==> config.mk <==
export PLATFORM = sky130hd
export DESIGN_NAME = hsv_threshold_pipe
export DESIGN_NICKNAME = d
export VERILOG_FILES = /design/src/rtl/hsv_threshold_pipe.sv
export SDC_FILE = /design/constraint.sdc
export NUM_CORES = 1
export LEC_CHECK = 0
export ABC_AREA = 1
export CAP_MARGIN = 40
export CORE_UTILIZATION = 50
export CTS_BUF_LIST = sky130_fd_sc_hd__clkbuf_16
export DETAILED_ROUTE_END_ITERATION = 10
export GPL_TIMING_DRIVEN = 0
export MAX_ROUTING_LAYER = met4
export PLACE_DENSITY = 0.74
export SLEW_MARGIN = 20
export SYNTH_ARGS = -nofsm -noshare
export SYNTH_HDL_FRONTEND = slang
export SYNTH_SLANG_ARGS = --single-unit
==> constraint.sdc <==
create_clock -name clk -period 2.5 [get_ports clk]
set_clock_uncertainty 0.05 [all_clocks]
set_input_delay 0.625 -clock clk [delete_from_list [all_inputs] [get_ports clk]]
set_output_delay 0.625 -clock clk [all_outputs]
set_load 0.01 [all_outputs]
==> src/rtl/hsv_threshold_pipe.sv <==
`default_nettype none
// ============================================================================
// Module      : hsv_threshold_pipe
// Description : Two-stage pipelined HSV band / binary thresholder with
//               frame-synchronous programmable limits and per-frame
//               foreground pixel statistics.
// Revision    : 1.0 - initial release
// ============================================================================
module hsv_threshold_pipe #(
    parameter int DATA_W    = 8,
    parameter int CH        = 3,
    parameter int CNT_W     = 22,
    parameter int DEF_LOWER = 0,
    parameter int DEF_UPPER = 255
) (
    input  logic                 clk,
    input  logic                 rst_n,
    input  logic                 cfg_we,
    input  logic [3:0]           cfg_addr,
    input  logic [DATA_W+CH-1:0] cfg_data,
    input  logic                 in_valid,
    output logic                 in_ready,
    input  logic [CH*DATA_W-1:0] in_data,
    input  logic                 in_sof,
    input  logic                 in_eof,
    output logic                 out_valid,
    input  logic                 out_ready,
    output logic [DATA_W-1:0]    out_data,
    output logic                 out_sof,
    output logic                 out_eof,
    output logic [CNT_W-1:0]     stat_count,
    output logic                 stat_valid
);

    localparam logic [DATA_W-1:0] c_def_lower = DATA_W'(DEF_LOWER);
    localparam logic [DATA_W-1:0] c_def_upper = DATA_W'(DEF_UPPER);
    localparam logic [3:0]        c_ctrl_addr = 4'(2 * CH);

    logic [DATA_W-1:0] r_sh_lower  [CH];
    logic [DATA_W-1:0] r_sh_upper  [CH];
    logic [DATA_W-1:0] r_act_lower [CH];
    logic [DATA_W-1:0] r_act_upper [CH];
    logic              r_sh_mode, r_sh_inv, r_act_mode, r_act_inv;
    logic [CH-1:0]     r_sh_en, r_act_en;

    logic              w_adv, w_accept, w_load;
    logic              w_mode, w_inv;
    logic [CH-1:0]     w_en;
    logic [CH-1:0]     w_res;

    logic              r_s1_valid, r_s1_mode, r_s1_inv, r_s1_sof, r_s1_eof;
    logic [CH-1:0]     r_s1_res;
    logic              w_hit, w_fg;

    logic              w_fire, w_out_fg;
    logic [CNT_W-1:0]  r_cnt, w_cnt_base, w_cnt_next;

    logic              w_unused_cfg;
    assign w_unused_cfg = ^cfg_data;

    assign w_adv    = !out_valid || out_ready;
    assign in_ready = w_adv;
    assign w_accept = in_valid && w_adv;
    assign w_load   = w_accept && in_sof;

    // The accepted sof pixel sees the shadow values it is about to commit.
    assign w_mode = w_load ? r_sh_mode : r_act_mode;
    assign w_inv  = w_load ? r_sh_inv  : r_act_inv;
    assign w_en   = w_load ? r_sh_en   : r_act_en;

    always_ff @(posedge clk or negedge rst_n) begin
        if (!rst_n) begin
            for (int c = 0; c < CH; c++) begin
                r_sh_lower[c] <= c_def_lower;
                r_sh_upper[c] <= c_def_upper;
            end
            r_sh_mode <= 1'b0;
            r_sh_inv  <= 1'b0;
            r_sh_en   <= '1;
        end else if (cfg_we) begin
            for (int c = 0; c < CH; c++) begin
                if (cfg_addr == 4'(2 * c))
                    r_sh_lower[c] <= cfg_data[DATA_W-1:0];
                if (cfg_addr == 4'(2 * c + 1))
                    r_sh_upper[c] <= cfg_data[DATA_W-1:0];
            end
            if (cfg_addr == c_ctrl_addr) begin
                r_sh_mode <= cfg_data[0];
                r_sh_inv  <= cfg_data[1];
                r_sh_en   <= cfg_data[CH+1:2];
            end
        end
    end

    always_ff @(posedge clk or negedge rst_n) begin
        if (!rst_n) begin
            for (int c = 0; c < CH; c++) begin
                r_act_lower[c] <= c_def_lower;
                r_act_upper[c] <= c_def_upper;
            end
            r_act_mode <= 1'b0;
            r_act_inv  <= 1'b0;
            r_act_en   <= '1;
        end else if (w_load) begin
            r_act_lower <= r_sh_lower;
            r_act_upper <= r_sh_upper;
            r_act_mode  <= r_sh_mode;
            r_act_inv   <= r_sh_inv;
            r_act_en    <= r_sh_en;
        end
    end

    genvar c;
    for (c = 0; c < CH; c++) begin : g_ch
        logic [DATA_W-1:0] w_x, w_lo, w_up;
        logic              w_band;
        assign w_x  = in_data[c*DATA_W +: DATA_W];
        assign w_lo = w_load ? r_sh_lower[c] : r_act_lower[c];
        assign w_up = w_load ? r_sh_upper[c] : r_act_upper[c];
        // lower > upper describes a band that wraps through zero (hue).
        assign w_band = (w_lo <= w_up) ? ((w_x > w_lo) && (w_x <= w_up))
                                       : ((w_x > w_lo) || (w_x <= w_up));
        if (c == 0) begin : g_ch0
            assign w_res[c] = w_mode ? (!w_en[c] || w_band) : (w_x >= w_lo);
        end else begin : g_chn
            assign w_res[c] = !w_en[c] || w_band;
        end
    end

    always_ff @(posedge clk or negedge rst_n) begin
        if (!rst_n) begin
            r_s1_valid <= 1'b0;
            r_s1_res   <= '0;
            r_s1_mode  <= 1'b0;
            r_s1_inv   <= 1'b0;
            r_s1_sof   <= 1'b0;
            r_s1_eof   <= 1'b0;
        end else if (w_adv) begin
            r_s1_valid <= in_valid;
            if (in_valid) begin
                r_s1_res  <= w_res;
                r_s1_mode <= w_mode;
                r_s1_inv  <= w_inv;
                r_s1_sof  <= in_sof;
                r_s1_eof  <= in_eof;
            end
        end
    end

    assign w_hit = r_s1_mode ? (&r_s1_res) : r_s1_res[0];
    assign w_fg  = w_hit ^ r_s1_inv;

    always_ff @(posedge clk or negedge rst_n) begin
        if (!rst_n) begin
            out_valid <= 1'b0;
            out_data  <= '0;
            out_sof   <= 1'b0;
            out_eof   <= 1'b0;
        end else if (w_adv) begin
            out_valid <= r_s1_valid;
            if (r_s1_valid) begin
                out_data <= {DATA_W{w_fg}};
                out_sof  <= r_s1_sof;
                out_eof  <= r_s1_eof;
            end
        end
    end

    assign w_fire     = out_valid && out_ready;
    assign w_out_fg   = out_data[0];
    assign w_cnt_base = out_sof ? '0 : r_cnt;
    assign w_cnt_next = (w_out_fg && (w_cnt_base != '1)) ? (w_cnt_base + CNT_W'(1))
                                                          : w_cnt_base;

    always_ff @(posedge clk or negedge rst_n) begin
        if (!rst_n) begin
            r_cnt      <= '0;
            stat_count <= '0;
            stat_valid <= 1'b0;
        end else begin
            stat_valid <= 1'b0;
            if (w_fire) begin
                if (out_eof) begin
                    stat_count <= w_cnt_next;
                    stat_valid <= 1'b1;
                    r_cnt      <= '0;
                end else begin
                    r_cnt <= w_cnt_next;
                end
            end
        end
    end

endmodule
`default_nettype wire

# Word level (Yosys, flattened, before mapping)

Index checks and enable logic that the tools add are counted.

Register bits after elaboration: 163
Input bits: 46
Output and inout bits: 35

$add $sub $neg: 1
Order comparisons: 10
Eq/ne operators: 7
Multiplexer cells: 19
Bitwise gates (word level): 1
Reductions and logical operators: 30

Operators with widths:

| kind                  | number |
|---|---|
| $mux 22               | 3 |
| $le 8x8->1            | 6 |
| $mux 8                | 6 |
| $gt 8x8->1            | 3 |
| $add 22x1->22 const B | 1 |
| $ne 22x22->1 const B  | 1 |
| $reduce_and 2->1      | 10 |
| $eq 4x3->1 const B    | 3 |
| $mux 1                | 9 |
| $eq 4x2->1 const B    | 2 |
| $ge 8x8->1            | 1 |
| $logic_and 1x1->1     | 7 |
| $logic_or 1x1->1      | 7 |
| $eq 4x1->1 const B    | 1 |
| $logic_not 1->1       | 4 |
| $logic_not 4->1       | 1 |
| $mux 3                | 1 |
| $reduce_and 3->1      | 1 |
| $xor 1x1->1           | 1 |

# Depth between registers and ports, before layout

Word-level depth: 10
Depth in mapped cells: 22
Mapped depth without buffers: 21

# Worst setup path after synthesis

OpenSTA, ideal clock, no wires.

Path type: input to register
Start: input port in_valid
End: register r_s1_res[0]
Library setup time: 0.116 ns
Arrival: 2.787 ns
Setup slack: -0.453 ns
Stages: 17
Cell sequence: buf_2 > nand3_1 > clkbuf_1 > clkbuf_1 > or2_2 > o21ai_0 > ha_1 > a21oi_1 > nor2_1 > a211oi_1 > nand2_1 > nand2_1 > nand3_1 > nand2_1 > nand2_1 > nand2_1 > nand2_1

Word-level cells in the longest chain between the ends: 8
Elaborated cells between the ends (all ways): 17
Those cells by class: 4 x order compare; 6 x mux; 7 x reduce/logical

Ends and longest elaborated chain:

| item                                                  | line     | RTL |
|---|---|---|
| start, declared                                       | 21       | `input logic in_valid,` |
| $logic_and 1x1->1                                     | 63       | `assign w_accept = in_valid && w_adv;` |
| $logic_and 1x1->1                                     | 64       | `assign w_load = w_accept && in_sof;` |
| $mux 8, on equally long branches                      | 118, 119 |  |
| $gt 8x8->1 or $le 8x8->1 (tied branches)              | 121, 122 |  |
| $logic_or 1x1->1 or $logic_and 1x1->1 (tied branches) | 122, 121 |  |
| $mux 1                                                | 121      | `assign w_band = (w_lo <= w_up) ? ((w_x > w_lo) && (w_x <= w_up))` |
| $logic_or 1x1->1                                      | 124      | `assign w_res[c] = w_mode ? (!w_en[c] \|\| w_band) : (w_x >= w_lo);` |
| $mux 1                                                | 124      |  |
| end signal, assigned                                  | 141      | `r_s1_res <= w_res;` |
| end, declared                                         | 52       | `logic [CH-1:0] r_s1_res;` |

Several ways; a longest one is shown, not always the timed one.
A chain may end at the register's enable or synchronous reset.

# Final worst setup path

Start: register out_valid
End: register r_s1_res[2]

Word-level cells in the longest chain between the ends: 9
Elaborated cells between the ends (all ways): 16
Those cells by class: 3 x order compare; 4 x mux; 9 x reduce/logical

Ends and longest elaborated chain:

| item                                                  | line     | RTL |
|---|---|---|
| start, declared                                       | 26       | `output logic out_valid,` |
| start signal, assigned                                | 160      | `out_valid <= r_s1_valid;` |
| $logic_not 1->1 (*)                                   | 61       | `assign w_adv = !out_valid \|\| out_ready;` |
| $logic_or 1x1->1 (*)                                  | 61       |  |
| $logic_and 1x1->1                                     | 63       |  |
| $logic_and 1x1->1                                     | 64       |  |
| $mux 8, on equally long branches                      | 118, 119 |  |
| $gt 8x8->1 or $le 8x8->1 (tied branches)              | 121, 122 |  |
| $logic_or 1x1->1 or $logic_and 1x1->1 (tied branches) | 122, 121 |  |
| $mux 1                                                | 121      |  |
| $logic_or 1x1->1                                      | 126      | `assign w_res[c] = !w_en[c] \|\| w_band;` |

Every way passes the cells marked *; elsewhere a longest branch is shown, timed or not.

==> results.md <==
* Status: finished, violations left
* Failing checks: negative setup slack
* Wirelength per Cell at 16.01 um
* Antenna-violating nets left at 0
* Remaining Overflow, GRT at 0
* Area grow syn2layout at 33.63%
* Vias in the first global route at 7747
* Crit path cell chain: nand2_4, nand3_4, buf_4, clkbuf_4, clkbuf_4, o21ai_4, ha_2, inv_1, a21oi_2, nor2_2, a211oi_2, o21ai_1, o21ai_1, o21ai_1, nand2_1, a21oi_1
* Die Wd at around 140 um
* Count of cell types in the netlist at 39
* Worst rel slew slack at 62.07%
* Post-synthesis sequential element count at approximately 160
* CTS tree: built
* Largest net degree at the start of global routing at 90
* P_sw at 3860 uW
* Unrepaired setup endpoints after global routing: yes
* Hold Path Class: in2async
* Logic gate share of total power at approximately two fifths
* Synthesized area per cell at 8.365 um^2
* Max-slew violation count at 0
* Finished Cell Area at 11830 um^2
* Placer Congestion at 0.9240
* Number of diodes at 0
* Initial cell density of the core at 51.16%
* Yosys warning count at 0
* Lkg Pwr at 0.005411 uW
* DRT Pass-1 Iters at 5
* Latest clock arrival within the worst-skew pair at between 0.4 and 0.5 ns
* Hpwl dp at 15.66 mm
* Hold Vio Cnt, Final at 0
* Sw Ratio at 36.49%
* Final Setup Violations at 3
* Die ar. at around 18000 um^2
* Mapped Area at 8850 um^2
* Crit path max-delay cell type: dfrtp_1
* Min Tclk post-route at ~2.6 ns
* Port Buffer Count at 76
* Clock power frac at 23.8%
* Number of max-cap violations at 0
* Die Span Y at 135.0 um
* Syn_nets at 1172
* FMAX at 0.3855 GHz
* Share of cells above drive strength 1 at 26.79%
* Placed cell area at about 10000 um^2
* Cell mode on critical path: o21ai_1
* CP arrival at approximately 2.9 ns
* Worst EP required at 2.77 ns
* Slew @ Worst Pin at 0.5689 ns
* H-Tree Depth at 4
* Initial antenna violation count at 0
* Fill count at 1299
* Post-synthesis sequential area ratio at 46.85%
* FP Rows at 48
* Via count at approximately 7700
* Pre-CTS WS at -1.389 ns
* Initial drt markers at between 600 and 700
* Final net count at about 1300
* Number of CTS-inserted buffers at 17
* Final WS setup at -0.09391 ns
* I/O Pins at approximately 80
* Commonest non-fill, non-tap cells in the layout: 231 x nand2_1, 133 x inv_1, 109 x dfrtp_1, 73 x clkdlybuf4s50_1, 69 x o21ai_0
* First-pass GRT wire length at 38.08 mm
* Worst-path clk slew at 0.07 ns
* PwrDens at 894.6 nW/um^2
* Critical path class: reg2reg
* DRT Wirelength at 23.03 mm
* VDD IR-drop max at 514.4 uV
* Internal power at between 6000 and 7000 uW
* CP max stage delay at roughly 0.40 ns
* Crit end category: flop
* Core ar. at roughly 17000 um^2
* Period utilization at 103.8%
* Number of remaining DRC errors at 0
* CP Launch Type: flop
* Commonest non-fill, non-tap cell in the layout: nand2_1
* Flop pwr share at a little over a third
* Vias per inst at 5.360
* Critical Path Fanout Max at 10
* Synth Instances at about 1100
* Clk buf depth at 2
* GRT Overall Usage at 27.89%
* Root Driver: clkbuf_16
* CTS sink cnt at 163
## per-stage QoR
step	util (%)	hold slack (ns)	TNS (ns)	power [uW]	std cells
global route	68.37	0.1187	-1.168	11290	1438
global placement	58.28	0.4081	-832.24	7110	1359
finish	68.37	0.08978	-0.1815	10580	1438
floorplan	-	0.2794	-0.2861	6008	1058
CTS	67.19	0.1167	-0.09607	10340	1430
detailed placement	58.47	0.4156	-16.72	7245	1360
## flip-flops by register name, summed over array words and instances (netlist names)
register,flops
out_data,1
out_eof,1
out_sof,1
out_valid,1
r_act_en,3
r_act_inv,1
r_act_lower,24
r_act_mode,1
r_act_upper,24
r_cnt,22
r_s1_eof,1
r_s1_inv,1
r_s1_mode,1
r_s1_res,3
r_s1_sof,1
r_s1_valid,1
r_sh_en,3
r_sh_inv,1
r_sh_lower,24
r_sh_mode,1
r_sh_upper,24
stat_count,22
stat_valid,1
## power by group through the flow
stage	sequential [uW]	clock, uW	combinational [uW]
after floorplan	3810	0	2200
after global placement	3790	0	3320
after detailed placement	3810	0	3440
after CTS	3810	2540	3990
after global routing	3900	2660	4730
final	3820	2520	4240
## worst paths after layout
| check | from | endpoint | slack (ns) | cells after the start |
|---|---|---|---|---|
| worst max-delay path | out_valid$_DFFE_PN0N_ | r_s1_res[2]$_DFFE_PN0N_ | -0.09 | 16 |
| worst min-delay path | rst_n | stat_count[8]$_DFFE_PN0P_ | 0.09 | 1 |
| worst max register to register | out_valid$_DFFE_PN0N_ | r_s1_res[2]$_DFFE_PN0N_ | -0.09 | 16 |
| worst min register to register | r_sh_lower[9]$_DFFE_PN0P_ | r_sh_lower[9]$_DFFE_PN0P_ | 0.43 | 2 |
| max in group asynchronous | rst_n | r_sh_upper[2]$_DFFE_PN1P_ | 1.46 | 2 |
| min in group clk | r_sh_lower[9]$_DFFE_PN0P_ | r_sh_lower[9]$_DFFE_PN0P_ | 0.43 | 2 |
## critical path: cells and delay by family (launching register included)
family	cells	cell delay, ns
adder cells (fa/ha/maj)	1	0.18
AND/OR/NAND/NOR	4	0.38
AO/OA/AOI/OAI	7	0.93
buffers and inverters	4	0.54
flip-flops	1	0.40
## synthesized netlist by cell type
cell,n,area (um^2)
inv_2,2,7.510
nor2_1,60,225.2
xor2_1,14,122.6
inv_4,1,6.260
buf_2,3,15.01
nand4_1,19,118.9
clkbuf_1,22,82.58
o21bai_1,2,15.01
buf_6,3,33.78
a221oi_1,2,17.52
nor3_4,2,32.53
o21ai_0,121,605.6
nand2_1,239,897.1
xnor2_1,6,52.55
nor4_1,3,18.77
nand3_1,24,120.1
o31ai_1,1,7.510
nor3_1,9,45.04
a211oi_1,7,52.55
a31oi_1,2,12.51
inv_1,146,548.0
dfrtp_1,109,2728
buf_4,7,52.55
and3_1,2,12.51
nand2_2,4,25.02
a21oi_4,1,16.27
clkinv_1,2,7.510
a21oi_1,30,150.1
o21ai_1,35,175.2
nor2_4,1,11.26
nor3b_1,1,7.510
nor3_2,1,10.01
o22ai_1,14,87.58
or2_2,34,212.7
ha_1,68,850.8
dfstp_2,54,1419
o41ai_1,1,8.760
nor2_2,5,31.28
nand3b_1,1,7.510
## area by class of cell
cell class                 instances  area, um^2  area share [%]
tap                              225       281.5           2.380
buffer                            35       344.1           2.909
inverter                         151       581.8           4.920
clock inverter                    15       138.9           1.174
multi-input combinational        710        4730           39.99
sequential                       163        4146           35.06
clock buffer                      17       425.4           3.597
timing repair buffer             122        1179           9.966
## per-layer routing
layer | part of all wire (%) | vias to the layer above | track usage, %
met3 | 4.5 | 44 | 5.105
met1 | 43 | 3707 | 33.83
met2 | 50 | 228 | 46.48
met4 | 2.0 | 0 | 10.17
li1 | - | 3729 | -
met5 | 0 | - | -
## kinds of logic (layout without fill, tap and decap cells)
family                   Yosys count  count (layout)  share of synthesized area, %
AO/OA/AOI/OAI                    216             217                         12.98
adder cells (fa/ha/maj)           68              68                         9.614
flip-flops                       163             163                         46.85
AND/OR/NAND/NOR                  405             405                         20.06
XOR/XNOR                          20              20                         1.979
buffers and inverters            186             340                         8.511
## repair_timing
action | 4_1_cts | 5_1_grt
cloned | 4 | 0
gates resized for setup | 149 | 37
setup endpoints to repair | 47 | 31
setup buffers | 34 | 8
pin swaps | 52 | 26
hold buffers | 0 | 0
Note: power is estimated with default switching activity, not from simulation.
